[src/rtl/digit_glyph_fetch.sv]
// digit_glyph_fetch: walks the 15 ROM words of a 3x5 digit glyph and packs
// them into a bitmap. The ROM may be combinational or registered; the read
// latency is a build-time parameter, so the renderer never sees ROM timing.
//
// Handshakes (both sides): a transfer happens on a rising clk edge where
// valid && ready are both high. A producer holds valid and its payload stable
// until that edge. req_ready is high only in IDLE. bmp_valid is high only in
// DONE, where bmp_bits/bmp_err stay frozen until bmp_ready is seen.
module digit_glyph_fetch #(
    parameter int GLYPH_W   = 3,
    parameter int GLYPH_H   = 5,
    parameter int ADDR_W    = 8,
    parameter int DATA_W    = 8,
    parameter int READ_LAT  = 1,
    parameter int MAX_DIGIT = 9
) (
    input  logic                       clk,
    input  logic                       rst_n,
    input  logic                       req_valid,
    output logic                       req_ready,
    input  logic [3:0]                 req_digit,
    output logic [ADDR_W-1:0]          rom_addr,
    input  logic [DATA_W-1:0]          rom_data,
    output logic                       bmp_valid,
    input  logic                       bmp_ready,
    output logic [GLYPH_W*GLYPH_H-1:0] bmp_bits,
    output logic                       bmp_err,
    output logic [1:0]                 o_dbg_state
);

    localparam int NPIX = GLYPH_W * GLYPH_H;
    localparam logic [3:0] LAST_IDX = 4'(NPIX - 1);
    localparam logic [3:0] MAX_D    = 4'(MAX_DIGIT);
    localparam logic [1:0] LAT      = 2'(READ_LAT);
    localparam bit         HAS_LAT  = (READ_LAT > 0);

    typedef enum logic [1:0] {
        S_IDLE  = 2'd0,
        S_FETCH = 2'd1,
        S_DRAIN = 2'd2,
        S_DONE  = 2'd3
    } state_t;

    state_t r_state;
    state_t w_next;

    logic [3:0]        r_digit;   // digit latched at accept
    logic [3:0]        r_cyc;     // issue index, 0..14
    logic [3:0]        r_cap;     // next pixel index to capture
    logic [1:0]        r_skip;    // cycles left before the first sample lands
    logic [NPIX-1:0]   r_bits;
    logic              r_err;

    logic              w_accept;
    logic              w_legal;
    logic              w_walk;
    logic              w_capture;
    logic              w_last_cap;
    logic [3:0]        w_issue;
    logic [ADDR_W-1:0] w_digit_ext;
    logic [ADDR_W-1:0] w_base;

    assign w_accept    = req_valid && req_ready;
    assign w_legal     = (req_digit <= MAX_D);
    assign w_walk      = (r_state == S_FETCH) || (r_state == S_DRAIN);
    // A sample is captured every walk cycle once the first ROM word has had
    // READ_LAT cycles to arrive; the pixel index runs behind the issue index.
    assign w_capture   = w_walk && (r_skip == 2'd0);
    assign w_last_cap  = w_capture && (r_cap == LAST_IDX);
    // DRAIN keeps the last address on the bus.
    assign w_issue     = (r_state == S_FETCH) ? r_cyc : LAST_IDX;
    // base = digit*15 without a multiplier.
    assign w_digit_ext = ADDR_W'(r_digit);
    assign w_base      = (w_digit_ext << 4) - w_digit_ext;

    // State register.
    always_ff @(posedge clk) begin
        if (!rst_n) r_state <= S_IDLE;
        else        r_state <= w_next;
    end

    // Next-state logic.
    always_comb begin
        w_next = r_state;
        case (r_state)
            S_IDLE: begin
                if (w_accept) w_next = w_legal ? S_FETCH : S_DONE;
            end
            S_FETCH: begin
                if (r_cyc == LAST_IDX) w_next = HAS_LAT ? S_DRAIN : S_DONE;
            end
            S_DRAIN: begin
                if (w_last_cap) w_next = S_DONE;
            end
            S_DONE: begin
                if (bmp_ready) w_next = S_IDLE;
            end
            default: w_next = S_IDLE;
        endcase
    end

    // Output decode from the current state.
    always_comb begin
        req_ready   = (r_state == S_IDLE) && rst_n;
        bmp_valid   = (r_state == S_DONE);
        rom_addr    = w_walk ? (w_base + ADDR_W'(w_issue)) : '0;
        bmp_bits    = r_bits;
        bmp_err     = r_err;
        o_dbg_state = r_state;
    end

    // Datapath: digit latch, issue/capture counters and bitmap assembly.
    always_ff @(posedge clk) begin
        if (!rst_n) begin
            r_digit <= 4'd0;
            r_cyc   <= 4'd0;
            r_cap   <= 4'd0;
            r_skip  <= 2'd0;
            r_bits  <= '0;
            r_err   <= 1'b0;
        end else begin
            if (r_state == S_IDLE && w_accept) begin
                r_digit <= req_digit;
                r_cyc   <= 4'd0;
                r_cap   <= 4'd0;
                r_skip  <= LAT;
                if (w_legal) begin
                    r_err  <= 1'b0;
                end else begin
                    r_bits <= '0;
                    r_err  <= 1'b1;
                end
            end
            if (r_state == S_FETCH && r_cyc != LAST_IDX) begin
                r_cyc <= r_cyc + 4'd1;
            end
            if (w_walk && r_skip != 2'd0) begin
                r_skip <= r_skip - 2'd1;
            end
            if (w_capture) begin
                r_bits[r_cap] <= |rom_data;
                r_cap         <= r_cap + 4'd1;
            end
            if (r_state == S_DONE && bmp_ready) begin
                r_err <= 1'b0;
            end
        end
    end

endmodule

[config.mk]
export PLATFORM = sky130hd
export DESIGN_NAME = digit_glyph_fetch
export DESIGN_NICKNAME = d
export VERILOG_FILES = /design/src/rtl/digit_glyph_fetch.sv
export SDC_FILE = /design/constraint.sdc
export NUM_CORES = 1
export LEC_CHECK = 0
export ABC_AREA = 1
export CORE_MARGIN = 2
export CORE_UTILIZATION = 46
export CTS_BUF_LIST = sky130_fd_sc_hd__clkbuf_16
export DETAILED_ROUTE_END_ITERATION = 6
export HOLD_SLACK_MARGIN = 0.1
export PLACE_DENSITY = 0.78
export SLEW_MARGIN = 0
export SYNTH_ARGS = -nofsm -noshare
export SYNTH_HDL_FRONTEND = slang
export SYNTH_SLANG_ARGS = --single-unit
[constraint.sdc]
create_clock -name clk -period 2.25 [get_ports clk]
set_input_delay 0.675 -clock clk [delete_from_list [all_inputs] [get_ports clk]]
set_output_delay 0.675 -clock clk [all_outputs]
set_load 0.05 [all_outputs]
==> results by group <==
Place
  • Dpl cells: 412
  • Post-DP Area: 2910 um2
  • PortBufs: 43
  • HPWL Detailed: 3830 um
  • GPL Wtd Cong: 0.857

Floorplan
  • Site Rows: 24
  • Die ar.: 5010 um2
  • Core Area: 4320 um2
  • Die height: 70.8 um
  • Initial core utilization: 47.4%
  • I/O pins: 44
  • Die width: 70.8 um

Global routing
  • Initial antenna violation count: 0
  • Largest net degree at the start of global routing: 17
  • Grt ovf: 0
  • GRT Total Usage: 22.0%
  • First-pass GRT wire length: 8920 um
  • Vias in the first global route: 2060

Synth
  • Synth Cell Area: 2050 um2
  • Post-Synth Simple-Gate Area: 36.7%
  • Post-synthesis register bit count: 32
  • Syn. warnings: 0
  • Main combinational cell family by area after synthesis: simple AND/OR/NAND/NOR gates
  • Post-synthesis compound-gate area fraction: 11.5%
  • Sequential share of the synthesized area: 31.2%
  • Unique cell type count in the Yosys netlist: 28
  • Mux cell area share after synthesis: 0%
  • Post-Synth XOR/XNOR Area: 0.427%
  • Avg Inst Size Synth: 6.90 um2
  • Post-synth net total: 331
  • Synthesized-area fraction occupied by adder cells: 11.3%
  • Synthesized instance count: 297

Setup path
  • FF-to-FF Start: o_dbg_state[0]
  • Crit path max fanout: 4
  • Slowest stage cell, crit path: dfxtp_4
  • R2R Path End: bmp_bits[8]
  • WP data required: 1.57 ns
  • Arrival @ worst endpoint: 2.10 ns
  • Max stage delay on crit path: 0.35 ns
  • Reg2reg path depth: 13
  • Critical Path, Cell by Cell: inv_4 > ha_4 > inv_2 > or2_4 > ha_4 > inv_2 > o21ai_2 > nand2_2 > a21oi_2 > nor2_4 > buf_12
  • Setup crit start kind: register
  • Crit. End Element: output pin
  • Crit Path Category: register to output pin
  • Worst reg2reg setup slack: 0.37 ns

STA
  • Fin Setup TNS: -3.04 ns
  • Pin slew with the least headroom to its limit: 0.505 ns
  • Tmin final: 2.78 ns
  • Clk_skew: 0.00787 ns
  • Max_slew headroom: 66.2%
  • Fin. max-slew vios: 0
  • Fmax: 0.360 GHz
  • Smallest hold slack: 0.475 ns
  • Setup ws final: -0.528 ns
  • Fin. Hold Viols: 0
  • Final setup viols: 7
  • RSZ-0062 raised after global routing: true
  • Crit share post-route: 123%

Final layout
  • Antenna Cells: 0
  • Layout area overhead: 54.4%
  • Finished Cell Area: 3170 um2
  • Total Nets Final: 403
  • Final cell count without fillers: 420
  • Layout cells sized above 1: 32.3%

Clocking
  • CTS max path bufs: 2
  • CTS tree: yes
  • CTS Hold Bufs: 0
  • Worst-skew pair later-pin latency: 0.28 ns
  • CTS root buffer: clkbuf_16
  • Sink Count: 32
  • H-tree Lvls: 2
  • Clk slew on worst S/H paths: 0.05 ns
  • TritonCTS Buffers: 5

Worst hold path
  • Hold Crit Depth: 2
  • Hold Startpoint: bmp_err
  • WHS Endpoint: bmp_err
  • Min-delay worst type: register to register

Routing
  • Total number of vias: 2143
  • Final ANT Viol Nets: 0
  • # DRC: 0
  • WL/cell: 12.4 um
  • Vias per inst: 5.10
  • Routed WL: 5200 um
  • DR pass1 iterations: 4
  • Iteration-0 DRC Markers: 62

Power and ir drop
  • Pwr Density: 1160 nW/um2
  • Switching power: 1.64 mW
  • Power consumption: 3.67 mW
  • Int Power: 2.03 mW
  • Sequential share of power: 19.2%
  • Logic pwr share: 63.9%
  • Switching part of the total: 44.7%
  • Leakage power: 1.35 nW
  • Clock power frac: 16.8%
  • VDD IR max: 0.000690 V

Outcome
  • Run status: finished with violations
  • Failing checks: setup timing

Flow run
  • Number of max-cap violations: 0
final cells by class:
cell class	count	area, um2
Clock inverter	1	3.75
Fill cell	322	1160
Timing Repair Buffer	71	747
Sequential cell	32	648
Tap cell	52	65.1
Inverter	35	144
Multi-Input combinational cell	224	1430
Clock buffer	5	125
registers in the layout, summed over array words and instances, names as in the netlist:
register	count
r_cyc	4
bmp_err	1
o_dbg_state	2
r_skip	2
bmp_bits	15
r_digit	4
r_cap	4
critical path: cells and delay by family, from the launching register on:
| kind | cells | cell delay [ns] |
|---|---|---|
| AOI/OAI and AO/OA | 2 | 0.35 |
| buffers and inverters | 4 | 0.29 |
| adders and majority gates | 2 | 0.43 |
| and+or+nand+nor | 3 | 0.41 |
| DFF | 1 | 0.35 |
how the worst max path moves through the flow:
stage	to	depth (start not counted)	slack, ns	from
floorplan	rom_addr[4]	10	-0.32	o_dbg_state[1]
global placement	rom_addr[6]	11	-0.20	o_dbg_state[1]
detailed placement	rom_addr[6]	11	-0.26	o_dbg_state[1]
CTS	rom_addr[6]	11	-0.51	o_dbg_state[1]
global route	rom_addr[7]	12	-0.65	o_dbg_state[1]
finish	rom_addr[6]	11	-0.53	o_dbg_state[1]
cells by family (layout without fill, tap and decap cells):
family / count (synthesis) / count (layout)
AOI/OAI and AO/OA: 45 / 45
and+or+nand+nor: 160 / 160
xor gates and xnor gates: 1 / 1
DFF: 32 / 32
adders and majority gates: 18 / 18
buffers and inverters: 41 / 112
timing repair:
action / in CTS / in global routing
pin swaps: 17 / 6
setup buffers: 3 / 3
endpoints found under the setup margin: 8 / 8
resized for setup: 26 / 8
Yosys cell counts:
master / n / area share (%)
or2_2: 2 / 0.61
o21a_1: 1 / 0.37
o211ai_1: 1 / 0.37
or2_1: 1 / 0.31
buf_2: 2 / 0.49
nand2_4: 5 / 2.7
buf_4: 1 / 0.37
inv_2: 2 / 0.37
nor2_1: 41 / 7.5
nand3_1: 22 / 5.4
a21oi_1: 30 / 7.3
inv_1: 32 / 5.9
nand2_1: 62 / 11
inv_6: 1 / 0.43
dfxtp_1: 32 / 31
nand2_2: 2 / 0.61
nand3_2: 2 / 0.98
nor2_4: 2 / 1.1
o21ai_0: 10 / 2.4
ha_1: 17 / 10
buf_6: 2 / 1.1
nor2_2: 17 / 5.2
a211oi_1: 2 / 0.73
fa_1: 1 / 0.98
xor2_1: 1 / 0.43
o21ai_1: 1 / 0.24
nor3_1: 4 / 0.98
buf_1: 1 / 0.18
power groups by stage:
| stage | clock network [mW] | logic (mW) | registers [mW] |
|---|---|---|---|
| floorplan | 0 | 1.22 | 0.806 |
| global placement | 0 | 2.05 | 0.710 |
| detailed placement | 0 | 2.10 | 0.713 |
| CTS | 0.626 | 2.27 | 0.707 |
| global route | 0.653 | 2.51 | 0.715 |
| finish | 0.618 | 2.35 | 0.706 |
layout by cell type, fill, tap and decap left out, types with 2 or more instances in the layout:
master	n
nand2_1	53
nor2_1	34
clkdlybuf4s50_1	31
dfxtp_1	30
inv_1	29
buf_4	27
a21oi_1	23
nand3_1	19
nor2_2	18
ha_1	12
nand2_2	10
buf_12	10
nor2_4	8
o21ai_0	7
nand2_4	6
a21oi_2	6
nand3_2	5
ha_4	5
clkbuf_16	5
inv_2	4
nor3_1	3
buf_6	3
o21ai_2	2
o21ai_1	2
inv_6	2
a211oi_1	2
dfxtp_4	2
metrics by stage:
step | setup WS, ns | util (%)
2_1_floorplan | -0.323 | -
3_5_place_dp | -0.263 | 67.2
5_1_grt | -0.651 | 73.2
4_1_cts | -0.512 | 72.5
6_report | -0.528 | 73.2
3_3_place_gp | -0.203 | 67.2
per-layer routing:
metal | wire length, um | vias to the layer above | track usage (%)
li1 | - | 1094 | -
met4 | 106 | 0 | 7.55
met1 | 2310 | 992 | 26.3
met3 | 191 | 13 | 4.99
met5 | 0 | - | 0
met2 | 2600 | 44 | 38.8
Note: power is estimated with default switching activity, not from simulation.
